<file path="config.mk">
export PLATFORM = sky130hd
export DESIGN_NAME = vx_tcu_bhf_mul_arb
export DESIGN_NICKNAME = d
export VERILOG_FILES = /design/src/rtl/vx_tcu_bhf_pkg.sv /design/src/rtl/VX_tcu_bhf_fp16mul.sv /design/src/rtl/vx_tcu_bhf_rr_arb.sv /design/src/rtl/vx_tcu_bhf_mul_arb.sv
export SDC_FILE = /design/constraint.sdc
export NUM_CORES = 1
export LEC_CHECK = 0
export BUFFER_PORTS_ARGS = -buffer_cell sky130_fd_sc_hd__clkbuf_2
export CAP_MARGIN = 40
export CORE_MARGIN = 5
export CORE_UTILIZATION = 60
export CTS_CLUSTER_SIZE = 12
export DETAILED_ROUTE_END_ITERATION = 10
export PLACE_DENSITY = 0.86
export SETUP_SLACK_MARGIN = 0.15
export SYNTH_ARGS = -nofsm -noshare
export SYNTH_HDL_FRONTEND = slang
export SYNTH_SLANG_ARGS = --single-unit
</file>
<file path="constraint.sdc">
create_clock -name clk -period 19.1 [get_ports clk]
set_input_delay 0.955 -clock clk [delete_from_list [all_inputs] [get_ports clk]]
set_output_delay 0.955 -clock clk [all_outputs]
set_load 0.05 [all_outputs]
</file>
<file path="src/rtl/vx_tcu_bhf_pkg.sv">
// Shared widths and encodings for the TCU BHF multiply datapath.
// Recoded FP32 layout: {sign, exp[8:0], fract[22:0]}; exp top bits
// 000 = zero, 110 = infinity, 111 = NaN.
package vx_tcu_bhf_pkg;

    localparam int unsigned FP16_W     = 16;
    localparam int unsigned FP32_REC_W = 33;

    typedef logic [FP16_W-1:0]     fp16_t;
    typedef logic [FP32_REC_W-1:0] fp32_rec_t;

    localparam logic [8:0] REC_EXP_INF  = 9'h180;
    localparam logic [8:0] REC_EXP_NAN  = 9'h1C0;
    localparam fp32_rec_t  REC_NAN      = {1'b0, REC_EXP_NAN, 23'h40_0000};

    // Recoded exponent offset for an FP16 x FP16 product:
    // lead + ea + eb - 2*25 + 127 + 129 (FP32 bias plus recoding offset).
    localparam logic [8:0] REC_EXP_BASE = 9'd206;

endpackage

</file>
<file path="src/rtl/VX_tcu_bhf_fp16mul.sv">
// Combinational FP16 x FP16 -> recoded FP32 multiplier.
// The product of two FP16 values always fits exactly in FP32 (22-bit
// significand, exponent range well inside normal FP32), so no rounding
// step is needed and the RNE result equals the exact product.
// Ports: a, b - FP16 operands; y - recoded FP32 product.
module VX_tcu_bhf_fp16mul
    import vx_tcu_bhf_pkg::*;
(
    input  fp16_t     a,
    input  fp16_t     b,
    output fp32_rec_t y
);

    logic        a_exp_max, b_exp_max, a_exp_zero, b_exp_zero;
    logic        a_frac_zero, b_frac_zero;
    logic        a_nan, b_nan, a_inf, b_inf, a_zero, b_zero;
    logic        sign, res_nan, res_inf, res_zero;
    logic [10:0] ma, mb;
    logic [4:0]  ea_adj, eb_adj;
    logic [21:0] prod;
    logic [4:0]  lead, sh;
    logic [8:0]  exp_rec;
    logic [22:0] frac;

    // Operand classification
    assign a_exp_max   = &a[14:10];
    assign b_exp_max   = &b[14:10];
    assign a_exp_zero  = ~|a[14:10];
    assign b_exp_zero  = ~|b[14:10];
    assign a_frac_zero = ~|a[9:0];
    assign b_frac_zero = ~|b[9:0];
    assign a_nan       = a_exp_max & ~a_frac_zero;
    assign b_nan       = b_exp_max & ~b_frac_zero;
    assign a_inf       = a_exp_max & a_frac_zero;
    assign b_inf       = b_exp_max & b_frac_zero;
    assign a_zero      = a_exp_zero & a_frac_zero;
    assign b_zero      = b_exp_zero & b_frac_zero;

    assign sign     = a[15] ^ b[15];
    assign res_nan  = a_nan | b_nan | (a_inf & b_zero) | (b_inf & a_zero);
    assign res_inf  = a_inf | b_inf;
    assign res_zero = a_zero | b_zero;

    // Subnormals use exponent 1 with no hidden bit
    assign ma     = {~a_exp_zero, a[9:0]};
    assign mb     = {~b_exp_zero, b[9:0]};
    assign ea_adj = a_exp_zero ? 5'd1 : a[14:10];
    assign eb_adj = b_exp_zero ? 5'd1 : b[14:10];
    assign prod   = 22'(ma) * 22'(mb);

    // Leading-one position of the raw product
    always_comb begin
        lead = '0;
        for (int i = 0; i < 22; i++) begin
            if (prod[i]) lead = 5'(i);
        end
    end

    // Hidden bit lands on bit 23 and falls off the 23-bit fraction
    assign sh      = 5'd23 - lead;
    assign frac    = {1'b0, prod} << sh;
    assign exp_rec = 9'(lead) + 9'(ea_adj) + 9'(eb_adj) + REC_EXP_BASE;

    always_comb begin
        y = {sign, exp_rec, frac};
        if (res_nan)       y = REC_NAN;
        else if (res_inf)  y = {sign, REC_EXP_INF, 23'd0};
        else if (res_zero) y = {sign, 32'd0};
    end

endmodule

</file>
<file path="src/rtl/vx_tcu_bhf_rr_arb.sv">
// Round-robin priority picker: first valid requester scanning cyclically
// from rr_ptr. Purely combinational.
// Ports: req_valid, rr_ptr in; grant (one-hot or zero), grant_idx out.
module vx_tcu_bhf_rr_arb #(
    parameter  int unsigned NUM_REQS = 4,
    localparam int unsigned IDX_W    = $clog2(NUM_REQS)
) (
    input  logic [NUM_REQS-1:0] req_valid,
    input  logic [IDX_W-1:0]    rr_ptr,
    output logic [NUM_REQS-1:0] grant,
    output logic [IDX_W-1:0]    grant_idx
);

    localparam int unsigned PW = IDX_W + 1;

    logic [PW-1:0] pos;
    logic          found;

    // pos = (rr_ptr + k) mod NUM_REQS; the sum stays below 2*NUM_REQS
    always_comb begin
        grant     = '0;
        grant_idx = '0;
        found     = 1'b0;
        pos       = '0;
        for (int unsigned k = 0; k < NUM_REQS; k++) begin
            pos = {1'b0, rr_ptr} + PW'(k);
            if (pos >= PW'(NUM_REQS)) pos = pos - PW'(NUM_REQS);
            if (!found && req_valid[pos[IDX_W-1:0]]) begin
                found     = 1'b1;
                grant_idx = pos[IDX_W-1:0];
            end
        end
        grant[grant_idx] = found;
    end

endmodule

</file>
<file path="src/rtl/vx_tcu_bhf_mul_arb.sv">
// Shares one FP16 multiplier among NUM_REQS requesters: round-robin
// arbitration, fixed-latency globally-stalled pipeline, single tagged
// response port, busy flag and saturating stall counter.
// Ports: clk, reset_n; req_valid/req_a/req_b/req_tag in, req_ready out;
// rsp_valid/rsp_y/rsp_idx/rsp_tag out, rsp_ready in; busy, stall_cnt out.
module vx_tcu_bhf_mul_arb
    import vx_tcu_bhf_pkg::*;
#(
    parameter  int unsigned NUM_REQS  = 4,
    parameter  int unsigned TAG_WIDTH = 8,
    parameter  int unsigned LATENCY   = 2,
    localparam int unsigned IDX_W     = $clog2(NUM_REQS)
) (
    input  logic                               clk,
    input  logic                               reset_n,
    input  logic [NUM_REQS-1:0]                req_valid,
    input  logic [NUM_REQS-1:0][FP16_W-1:0]    req_a,
    input  logic [NUM_REQS-1:0][FP16_W-1:0]    req_b,
    input  logic [NUM_REQS-1:0][TAG_WIDTH-1:0] req_tag,
    output logic [NUM_REQS-1:0]                req_ready,
    output logic                               rsp_valid,
    output logic [FP32_REC_W-1:0]              rsp_y,
    output logic [IDX_W-1:0]                   rsp_idx,
    output logic [TAG_WIDTH-1:0]               rsp_tag,
    input  logic                               rsp_ready,
    output logic                               busy,
    output logic [31:0]                        stall_cnt
);

    typedef struct packed {
        logic                 valid;
        logic [IDX_W-1:0]     idx;
        logic [TAG_WIDTH-1:0] tag;
        fp16_t                a;
        fp16_t                b;
    } op_stage_t;

    typedef struct packed {
        logic                 valid;
        logic [IDX_W-1:0]     idx;
        logic [TAG_WIDTH-1:0] tag;
        fp32_rec_t            y;
    } res_stage_t;

    logic                adv, accept;
    logic [NUM_REQS-1:0] grant;
    logic [IDX_W-1:0]    grant_idx, rr_ptr;
    op_stage_t           s1_q;
    fp32_rec_t           mul_y;

    // Whole pipeline freezes while the response is held
    assign adv       = !(rsp_valid && !rsp_ready);
    assign req_ready = adv ? grant : '0;
    assign accept    = adv && (|grant);

    vx_tcu_bhf_rr_arb #(
        .NUM_REQS (NUM_REQS)
    ) u_arb (
        .req_valid (req_valid),
        .rr_ptr    (rr_ptr),
        .grant     (grant),
        .grant_idx (grant_idx)
    );

    // Round-robin pointer moves past the winner on accept
    always_ff @(posedge clk or negedge reset_n) begin
        if (!reset_n) begin
            rr_ptr <= '0;
        end else if (accept) begin
            rr_ptr <= (grant_idx == IDX_W'(NUM_REQS - 1)) ? '0 : grant_idx + IDX_W'(1);
        end
    end

    // Stage 1: operand capture
    always_ff @(posedge clk or negedge reset_n) begin
        if (!reset_n) begin
            s1_q <= '0;
        end else if (adv) begin
            s1_q.valid <= accept;
            s1_q.idx   <= grant_idx;
            s1_q.tag   <= req_tag[grant_idx];
            s1_q.a     <= req_a[grant_idx];
            s1_q.b     <= req_b[grant_idx];
        end
    end

    VX_tcu_bhf_fp16mul u_mul (
        .a (s1_q.a),
        .b (s1_q.b),
        .y (mul_y)
    );

    // Result stages 2..LATENCY
    generate
        if (LATENCY == 1) begin : g_lat1
            assign rsp_valid = s1_q.valid;
            assign rsp_y     = mul_y;
            assign rsp_idx   = s1_q.idx;
            assign rsp_tag   = s1_q.tag;
            assign busy      = s1_q.valid;
        end else begin : g_pipe
            localparam int unsigned NS = LATENCY - 1;
            logic [NS-1:0] stg_v;

            for (genvar s = 0; s < NS; s++) begin : g_stage
                res_stage_t d, q;
                if (s == 0) begin : g_first
                    assign d = {s1_q.valid, s1_q.idx, s1_q.tag, mul_y};
                end else begin : g_next
                    assign d = g_stage[s-1].q;
                end
                always_ff @(posedge clk or negedge reset_n) begin
                    if (!reset_n) q <= '0;
                    else if (adv) q <= d;
                end
                assign stg_v[s] = q.valid;
            end

            assign rsp_valid = g_stage[NS-1].q.valid;
            assign rsp_y     = g_stage[NS-1].q.y;
            assign rsp_idx   = g_stage[NS-1].q.idx;
            assign rsp_tag   = g_stage[NS-1].q.tag;
            assign busy      = s1_q.valid | (|stg_v);
        end
    endgenerate

    // Saturating count of backpressured cycles
    always_ff @(posedge clk or negedge reset_n) begin
        if (!reset_n) begin
            stall_cnt <= '0;
        end else if (rsp_valid && !rsp_ready && (stall_cnt != '1)) begin
            stall_cnt <= stall_cnt + 32'd1;
        end
    end

endmodule

</file>
==> out/qor.txt <==
status: complete, no violations
Avg Inst Size Synth: 7.91 um^2
YS warnings: 0
starting utilization of the core area: 60.8%
WL final: 39600 um
asr flop ratio synth: 100%
CP endpoint kind: flop
clk_skew: 0.0151 ns
crit share post-route: 53.0%
Clock Tree Root: clkbuf_16
most common cell after layout, fill and taps aside: nand2_1
Yosys reg bits: 121
CTS Sinks: 121
core area: 21000 um^2
WL/cell: 18.9 um
Netlist Area Pre-Place: 12800 um^2
maximum clock path buffer count: 2
vias in the first global route: 12641
die area: 24300 um^2
latest clock arrival within the worst-skew pair: 0.43 ns
register area share after synthesis: 23.7%
GP Congestion: 0.966
Critical Path Source Type: flop
Hold Fails Final Rpt: 0
Final Max Tran Viols: 0
ys flop type: dfrtp_1
Yosys top cell by area: dfrtp_1
most frequent cells in the layout: 268 x nand2_1, 246 x clkbuf_2, 167 x nor2_1
worst hold path type: reg -> reg
RSZ-0062 raised after global routing: no
Worst R2R Path Depth: 34
area grow syn2layout: 15.4%
Hold Path Depth: 2
Finished Cell Area: 14800 um^2
area of the multi-input gates: 8870 um^2
R2R Path End: rsp_y[30]
htree depth: 4
ANT cells: 0
I/O Buffers: 247
worst path required time: 19.45 ns
share of layout cells above drive strength 1: 19.3%
critical path class: reg -> reg
Max-Cap Viols: 0
Slew @ Worst Pin: 0.978 ns
FILL cells: 1629
Routed Antenna Nets: 0
CTS Buf Count: 17
Mapped Nets: 1946
reg2reg start: s1_q[10]
WHS Endpoint: rsp_tag[7]
initial antenna violation count: 0
Final HPWL DP: 30000 um
final setup violation count: 0
crit path time final: 10.13 ns
fin nets: 2131
DRT iter0 DRCs: 1058
# resized after CTS: 0
largest net degree at the start of global routing: 92
Netlist cell types: 87
total global routing overflow: 0
total track usage: 32.4%
standard-cell row count: 53
detailed-route DRC error count: 0
CTS tree: yes
critical path's slowest cell: or4_1
hold_sp: g_pipe.g_stage[0].d[40]
top cells by area, synth: dfrtp_1 24%, fa_1 13%, nand2_1 7.9%
first-pass GRT wire length: 64000 um
DR pass1 iterations: 6
Post-synth EDFFs: 0
R2R Setup Slk: 8.97 ns
post-CTS setup buffers: 0
CTS Hold Bufs: 0
TNS Setup: 0 ns
maximum clock frequency: 98.7 MHz
Die Span X: 156 um
dpl cell area: 14100 um^2
crit-path max FO: 27
Worst-path clk slew: 0.06 ns
Ports: 248
vias after detailed routing: 12605
Die H: 156 um
Worst EP arrival: 10.48 ns
Cells after Synth: 1617
FF+latch area: 3030 um^2
Vias/cell: 6.03
crit-path max cell delay: 0.61 ns
Yosys top cell area share: 23.7%
Slew HR: 34.2%
-- logic make-up after synthesis --
logic type	Yosys count	share of synthesized area, %
DFF	121	23.7
adders and majority gates	162	20.7
muxes	12	0.998
xor gates and xnor gates	64	4.38
buffers and inverters	232	7.14
AOI/OAI and AO/OA	323	17.8
and+or+nand+nor	703	25.4
-- layer usage --
metal / part of all wire, % / global-route usage [%]
met1: 39 / 40.6
met2: 48 / 54.4
met3: 7.8 / 5.96
met4: 4.6 / 15.2
met5: 0 / 0
-- layout make-up --
type | count | area share [%]
Clock buffer | 19 | 3.00
Clock inverter | 13 | 1.32
Inverter | 139 | 3.55
Multi-Input combinational cell | 1264 | 60.1
Sequential cell | 121 | 20.5
Tap cell | 275 | 2.33
Timing Repair Buffer | 259 | 9.19
-- metrics by stage --
stage	hold WS [ns]	setup slack [ns]	utilization, %	cells
6_report	0.478	8.97	70.2	2090
5_1_grt	0.491	8.50	70.2	2090
4_1_cts	0.475	9.12	70.2	2090
3_5_place_dp	0.455	9.24	67.2	2058
3_3_place_gp	0.451	9.45	67.0	2055
2_1_floorplan	0.446	10.11	-	1617
-- Yosys cell counts, types with 6 or more instances --
cell type and number:
a211oi_1 10, a21o_1 11, a21oi_1 42, a22oi_1 8, a31oi_1 11, and2_1 69, and3_1 22, buf_2 8
clkbuf_1 78, dfrtp_1 121, fa_1 82, ha_1 80, inv_1 135, mux2_2 6, mux2i_1 6, nand2_1 268
nand2b_1 7, nand3_1 78, nand4_1 11, nor2_1 167, nor2b_1 21, nor3_1 19, nor4_1 7, o211ai_1 18
o21a_1 7, o21ai_0 114, o21ai_1 16, or2_2 10, or4_1 6, xnor2_1 38, xor2_1 26
-- registers in the layout (all words and copies together) (netlist names) --
register / flops
rr_ptr: 2
rsp_y: 33
rsp_tag: 8
stall_cnt: 32
rsp_idx: 2
s1_q: 32
rsp_valid: 1
g_pipe.g_stage.d: 11
-- how the worst max path moves through the flow --
stage          cells after the start  startpoint  slack, ns   endpoint
2_1_floorplan                     35    s1_q[11]      10.11  rsp_y[30]
3_3_place_gp                      34    s1_q[11]       9.45  rsp_y[30]
3_5_place_dp                      34    s1_q[10]       9.24  rsp_y[30]
4_1_cts                           35    s1_q[10]       9.12  rsp_y[28]
5_1_grt                           34    s1_q[10]       8.50  rsp_y[30]
6_report                          34    s1_q[10]       8.97  rsp_y[30]
-- critical path, delay by kind of cell (launching register included) --
kind                       cells  cell delay, ns
buffers and inverters          7            0.95
adders and majority gates      9            4.00
DFF                            1            0.40
muxes                          1            0.20
xor gates and xnor gates       1            0.10
AOI/OAI and AO/OA              8            1.83
and+or+nand+nor                8            2.57
Power is left out: the tool's default activity adds up to more than one toggle a clock period on the data nets, which glitch-free logic cannot reach.
